`src/rtl/branch_flush_sequencer.sv`:
```
// rtl/branch_flush_sequencer.sv - predict-not-taken branch resolution, flush and stall sequencer
module branch_flush_sequencer #(
  parameter int FLUSH_CYCLES = 2,
  parameter int TIMEOUT      = 8,
  parameter int CNT_W        = 16
) (
  input  logic             clock,
  input  logic             reset_n,
  input  logic             id_branch,
  input  logic             ex_resolve_valid,
  input  logic             ex_taken,
  input  logic [31:0]      ex_target,
  output logic             pc_load,
  output logic [31:0]      pc_load_addr,
  output logic             pc_stall,
  output logic             ifid_flush,
  output logic             idex_flush,
  output logic             branch_control_out,
  output logic             err,
  output logic [CNT_W-1:0] branch_count,
  output logic [CNT_W-1:0] taken_count
);

  typedef enum logic [1:0] {IDLE, WAIT_RES, FLUSH} state_t;

  // Timeout fires when the wait counter would step onto TIMEOUT-1.
  localparam logic [7:0]       WAIT_LAST  = 8'(TIMEOUT - 2);
  localparam logic [3:0]       FLUSH_LAST = 4'(FLUSH_CYCLES - 1);
  localparam logic [CNT_W-1:0] CNT_MAX    = '1;

  state_t           state_q, state_d;
  logic             pending_q, pending_d;
  logic [7:0]       wait_q, wait_d;
  logic [3:0]       flush_cnt_q, flush_cnt_d;
  logic             pc_load_q, pc_load_d;
  logic [31:0]      addr_q, addr_d;
  logic             flush_q, flush_d;
  logic             err_q, err_d;
  logic [CNT_W-1:0] bc_q, bc_d;
  logic [CNT_W-1:0] tc_q, tc_d;

  // State and registered outputs; reset aborts any in-flight sequence.
  always_ff @(posedge clock) begin
    if (!reset_n) begin
      state_q     <= IDLE;
      pending_q   <= 1'b0;
      wait_q      <= '0;
      flush_cnt_q <= '0;
      pc_load_q   <= 1'b0;
      addr_q      <= '0;
      flush_q     <= 1'b0;
      err_q       <= 1'b0;
      bc_q        <= '0;
      tc_q        <= '0;
    end else begin
      state_q     <= state_d;
      pending_q   <= pending_d;
      wait_q      <= wait_d;
      flush_cnt_q <= flush_cnt_d;
      pc_load_q   <= pc_load_d;
      addr_q      <= addr_d;
      flush_q     <= flush_d;
      err_q       <= err_d;
      bc_q        <= bc_d;
      tc_q        <= tc_d;
    end
  end

  // Next-state and next-output decode; the redirect and flush strobes default low.
  always_comb begin
    state_d     = state_q;
    pending_d   = pending_q;
    wait_d      = wait_q;
    flush_cnt_d = flush_cnt_q;
    pc_load_d   = 1'b0;
    addr_d      = addr_q;
    flush_d     = 1'b0;
    err_d       = err_q;
    bc_d        = bc_q;
    tc_d        = tc_q;
    case (state_q)
      IDLE: begin
        if (ex_resolve_valid) err_d = 1'b1;
        if (id_branch) begin
          state_d   = WAIT_RES;
          wait_d    = '0;
          pending_d = 1'b0;
        end
      end
      WAIT_RES: begin
        if (ex_resolve_valid) begin
          if (bc_q != CNT_MAX) bc_d = bc_q + 1'b1;
          pending_d = 1'b0;
          if (ex_taken) begin
            // Any pending branch is on the wrong path and is dropped.
            if (tc_q != CNT_MAX) tc_d = tc_q + 1'b1;
            state_d     = FLUSH;
            flush_cnt_d = '0;
            pc_load_d   = 1'b1;
            addr_d      = ex_target;
            flush_d     = 1'b1;
          end else if (pending_q || id_branch) begin
            // The queued (or simultaneously decoded) branch becomes the outstanding one.
            wait_d = '0;
          end else begin
            state_d = IDLE;
          end
        end else if (wait_q == WAIT_LAST) begin
          err_d     = 1'b1;
          state_d   = IDLE;
          pending_d = 1'b0;
        end else begin
          wait_d = wait_q + 8'd1;
          if (id_branch) pending_d = 1'b1;
        end
      end
      FLUSH: begin
        if (ex_resolve_valid) err_d = 1'b1;
        if (flush_cnt_q == FLUSH_LAST) begin
          state_d = IDLE;
        end else begin
          flush_d     = 1'b1;
          flush_cnt_d = flush_cnt_q + 4'd1;
        end
      end
      default: state_d = IDLE;
    endcase
  end

  assign pc_load            = pc_load_q;
  assign branch_control_out = pc_load_q;
  assign pc_load_addr       = addr_q;
  assign pc_stall           = pending_q;
  assign ifid_flush         = flush_q;
  assign idex_flush         = flush_q;
  assign err                = err_q;
  assign branch_count       = bc_q;
  assign taken_count        = tc_q;

endmodule

```
`config.mk`:
```
export PLATFORM = sky130hd
export DESIGN_NAME = branch_flush_sequencer
export DESIGN_NICKNAME = d
export VERILOG_FILES = /design/src/rtl/branch_flush_sequencer.sv
export SDC_FILE = /design/constraint.sdc
export NUM_CORES = 1
export LEC_CHECK = 0
export CAP_MARGIN = 15
export CORE_ASPECT_RATIO = 0.6
export CORE_UTILIZATION = 45
export CTS_CLUSTER_DIAMETER = 200
export DETAILED_ROUTE_END_ITERATION = 10
export PLACE_DENSITY = 0.76
export SLEW_MARGIN = 15
export SYNTH_ARGS = -nofsm -noshare
export SYNTH_HDL_FRONTEND = slang
export SYNTH_SLANG_ARGS = --single-unit
```
`constraint.sdc`:
```
create_clock -name clock -period 2.1 [get_ports clock]
set_clock_uncertainty 0.05 [all_clocks]
set_input_delay 0.42 -clock clock [delete_from_list [all_inputs] [get_ports clock]]
set_output_delay 0.42 -clock clock [all_outputs]
set_load 0.02 [all_outputs]
```
==> impl_metrics.py, run 1 <==
metrics = {
    "pwr": {
        "leakagePower_nw": 1.91,
        "power_density_nw_per_um2": 760,
        "clock_power_share": 0.406,
        "pwr-share-seq": 0.413,
        "intPower_mw": 3.01,
        "p_sw_mw": 1.03,
        "p_comb_frac": 0.181,
        "p_sw_frac": 0.255,
        "ir_worst_vdd_mv": 0.460,
    },
    "final_layout": {
        "fin_cells": 677,
        "final_util": 0.673,
        "antenna_cells": 0,
        "stdcell_area_um2": 5330,
        "syn_to_final_growth_pct": 44.5,
        "nets": 611,
        "drive_gt1_frac": 0.0931,
    },
    "cts": {
        "cts_hold_buf": 0,
        "clockBufferDepth": 2,
        "numCtsBuffers": 9,
        "cts_tree": "built",
        "cts_resized": 0,
        "cts-htree-levels": 3,
        "clk_pin_slew_ns": 0.06,
        "clock-root-buffer": "clkbuf_16",
        "clkLatencyLatePin_ns": 0.33,
        "cts.sinks": 82,
        "post_cts_buffers": 0,
    },
    "global_route": {
        "grt_pass1_wl_um": 15500,
        "grt_max_degree": 38,
        "grt_usage": 0.227,
        "grt_antenna_before_repair": 0,
        "grt_pass1_vias": 3253,
        "overflow": 0,
    },
    "synthesis": {
        "ys_seq_area_frac": 0.446,
        "synth_cells": 441,
        "synth_fp_nets": 488,
        "async_flop_share": 0,
        "synth_edf_count": 0,
        "synth_area_um2": 3680,
        "ys_types": 52,
        "synth_warnings": 0,
        "ys_ff_latch": 82,
        "synth_area_per_cell_um2": 8.36,
        "synth_top_flop_cell": "dfxtp_1",
    },
    "floorplanning": {
        "dieWidth_um": 119,
        "die_area_um2": 8570,
        "io_pins": 107,
        "die_h_um": 72.1,
        "initial_core_util": 0.466,
        "core_um2": 7910,
        "row_count": 25,
    },
    "worst_hold_path": {
        "hp-start": "pc_load_addr[10]",
        "min_path_type": "flop to flop",
    },
    "place": {
        "portBuffers": 106,
        "post_dp_cell_area_um2": 4990,
        "gp_congestion": 0.868,
        "dp_cells": 661,
        "hpwl_um": 6830,
    },
    "critical_path": {
        "cp-start-kind": "flop",
        "cp_cell_sequence": "inv_1 -> ha_1 -> mux2_1 -> a21boi_4 -> nand2_2 -> or4_1 -> a21oi_1",
        "r2r_slack_ns": 0.10,
        "crit_start": "state_q[0]",
        "critPathRequiredTime_ns": 2.31,
        "worstSetupPathType": "flop to flop",
        "reg2reg_to": "wait_q[5]",
        "cp_max_fo": 4,
        "r2r.worst_path.cells": 7,
        "crit_end": "wait_q[5]",
        "crit_arrival_ns": 2.21,
        "setup.worst_path.end_class": "flop",
        "rr_startpoint": "state_q[0]",
        "cpMaxStageDelayCell": "or4_1",
        "critPathMaxStageDelay_ns": 0.48,
    },
    "sta": {
        "tns_ns": 0,
        "fin_crit_sh": 0.950,
        "setup_viol": 0,
        "period_needed_ns": 2.00,
        "tightest_slew_ns": 0.492,
        "rsz0062_at_grt": "no",
        "clock.fmax_ghz": 0.501,
        "hold_violations": 0,
        "relSlewSlack": 0.670,
        "fin_hold_ws_ns": 0.403,
        "slew_viol_final": 0,
    },
    "outcome": {
        "status": "finished clean",
    },
    "drt": {
        "drt_iter0_markers": 185,
        "drcViolationCount": 0,
        "wirelength_um": 9760,
        "detail_route.vias_per_cell": 5.31,
        "wire_per_inst_um": 14.4,
        "firstDrtPassIters": 5,
        "ant_nets": 0,
        "vias": 3596,
    },
    "job": {
        "cap_violations": 0,
    },
}
-- per-layer routing --
layer,wire length [um],track usage,vias to the layer above
met3,610,0.0660,13
met2,4270,0.346,119
met4,89,0.0605,0
met1,4790,0.315,1695
li1,-,-,1769
met5,0,0,-
-- cell usage after synthesis (all sizes together), types with 3 or more instances --
library cell	count	area, um2
a211oi	6	45.0
a21boi	3	33.8
a21oi	45	225
a31oi	5	31.3
and2	3	18.8
and3	7	43.8
and4	3	26.3
buf	6	46.3
clkbuf	15	56.3
dfxtp	82	1640
ha	10	125
inv	6	22.5
mux2i	4	40.0
nand2	89	339
nand2b	3	18.8
nand3	20	105
nand4	10	62.6
nor2	43	161
nor3	7	40.0
nor3b	4	30.0
nor4	4	31.3
o211a	3	30.0
o21ai	8	40.0
o31ai	3	22.5
xnor2	20	175
xor2	9	78.8
-- final cells by class --
| cell class | instances | area [um2] |
|---|---|---|
| Clock buffer | 11 | 233 |
| Clock inverter | 5 | 78.8 |
| Fill cell | 639 | 2590 |
| Inverter | 7 | 26.3 |
| Multi-Input combinational cell | 331 | 1930 |
| Sequential cell | 82 | 1640 |
| Tap cell | 108 | 135 |
| Timing Repair Buffer | 133 | 1280 |
-- kinds of logic after synthesis --
group,Yosys count,share of synthesized area
compound gates,80,0.133
xor+xnor,29,0.0689
fa+ha+maj,10,0.0340
buf+inv,28,0.0350
flops,82,0.445
mux,5,0.0139
simple gates,207,0.270
-- flip-flops by register name, indices dropped and copies added, names as in the netlist, 2 cells and up --
signal and count:
branch_count 16, flush_cnt_q 4, pc_load_addr 32, state_q 2
taken_count 16, wait_q 8
-- through the flow --
step	total power, mW	worst slack (ns)
CTS	4.05	0.0955
floorplan	2.07	0.219
global route	4.21	0.00301
detailed placement	2.42	-0.132
finish	4.05	0.105
global placement	2.40	-0.0569
-- critical path, delay by kind of cell (launching register included) --
family / cells / cell delay, ns
AO/OA/AOI/OAI: 2 / 0.36
adder cells (fa/ha/maj): 1 / 0.26
buffers and inverters: 1 / 0.11
flip-flops: 1 / 0.37
multiplexers: 1 / 0.23
AND/OR/NAND/NOR: 2 / 0.55
-- power by group through the flow --
| stage | registers (mW) | clock network [mW] | logic [mW] |
|---|---|---|---|
| after floorplan | 1.76 | 0 | 0.317 |
| after global placement | 1.70 | 0 | 0.708 |
| after detailed placement | 1.70 | 0 | 0.715 |
| after CTS | 1.67 | 1.67 | 0.722 |
| after global routing | 1.68 | 1.74 | 0.793 |
| final | 1.67 | 1.64 | 0.734 |
-- cell usage in the layout (no fill, tap or decap), types with 3 or more instances in the layout --
cell,netlist,layout
nand4_1,10,10
clkbuf_16,0,9
buf_4,4,26
nor4_1,3,3
nand2b_1,3,3
nand3_1,19,19
o31ai_1,3,3
and4_1,3,3
nor3b_1,4,4
clkdlybuf4s50_1,0,106
dfxtp_1,82,81
xor2_1,9,9
a211oi_1,6,6
o21ai_0,8,8
nor3_1,6,6
nand2_1,87,87
inv_1,6,6
a31oi_1,5,5
ha_1,10,9
a21oi_1,45,45
nor2_1,43,43
mux2i_1,4,4
and2_1,3,3
o211a_1,3,3
xnor2_1,20,20
and3_1,7,7
-- worst min path at each step --
stage,endpoint,slack (ns),cells past startpoint
finish,pc_load_addr[10],0.40,2
global route,pc_load_addr[27],0.42,2
CTS,pc_load_addr[14],0.40,2
detailed placement,pc_load_addr[14],0.40,2
global placement,pc_load_addr[18],0.39,2
floorplan,flush_cnt_q[3],0.43,2
Power figures use the tool's default switching activity.
==> run 2, diff against run 1 <==
--- a/config.mk
+++ b/config.mk
@@ -8,7 +8,7 @@
 export CAP_MARGIN = 15
 export CORE_ASPECT_RATIO = 0.6
 export CORE_UTILIZATION = 45
-export CTS_CLUSTER_DIAMETER = 200
+export CTS_CLUSTER_DIAMETER = 120
 export DETAILED_ROUTE_END_ITERATION = 10
 export PLACE_DENSITY = 0.76
 export SLEW_MARGIN = 15
==> results of run 2 <==
Final layout, timing and power as in run 1 (identical DEF).
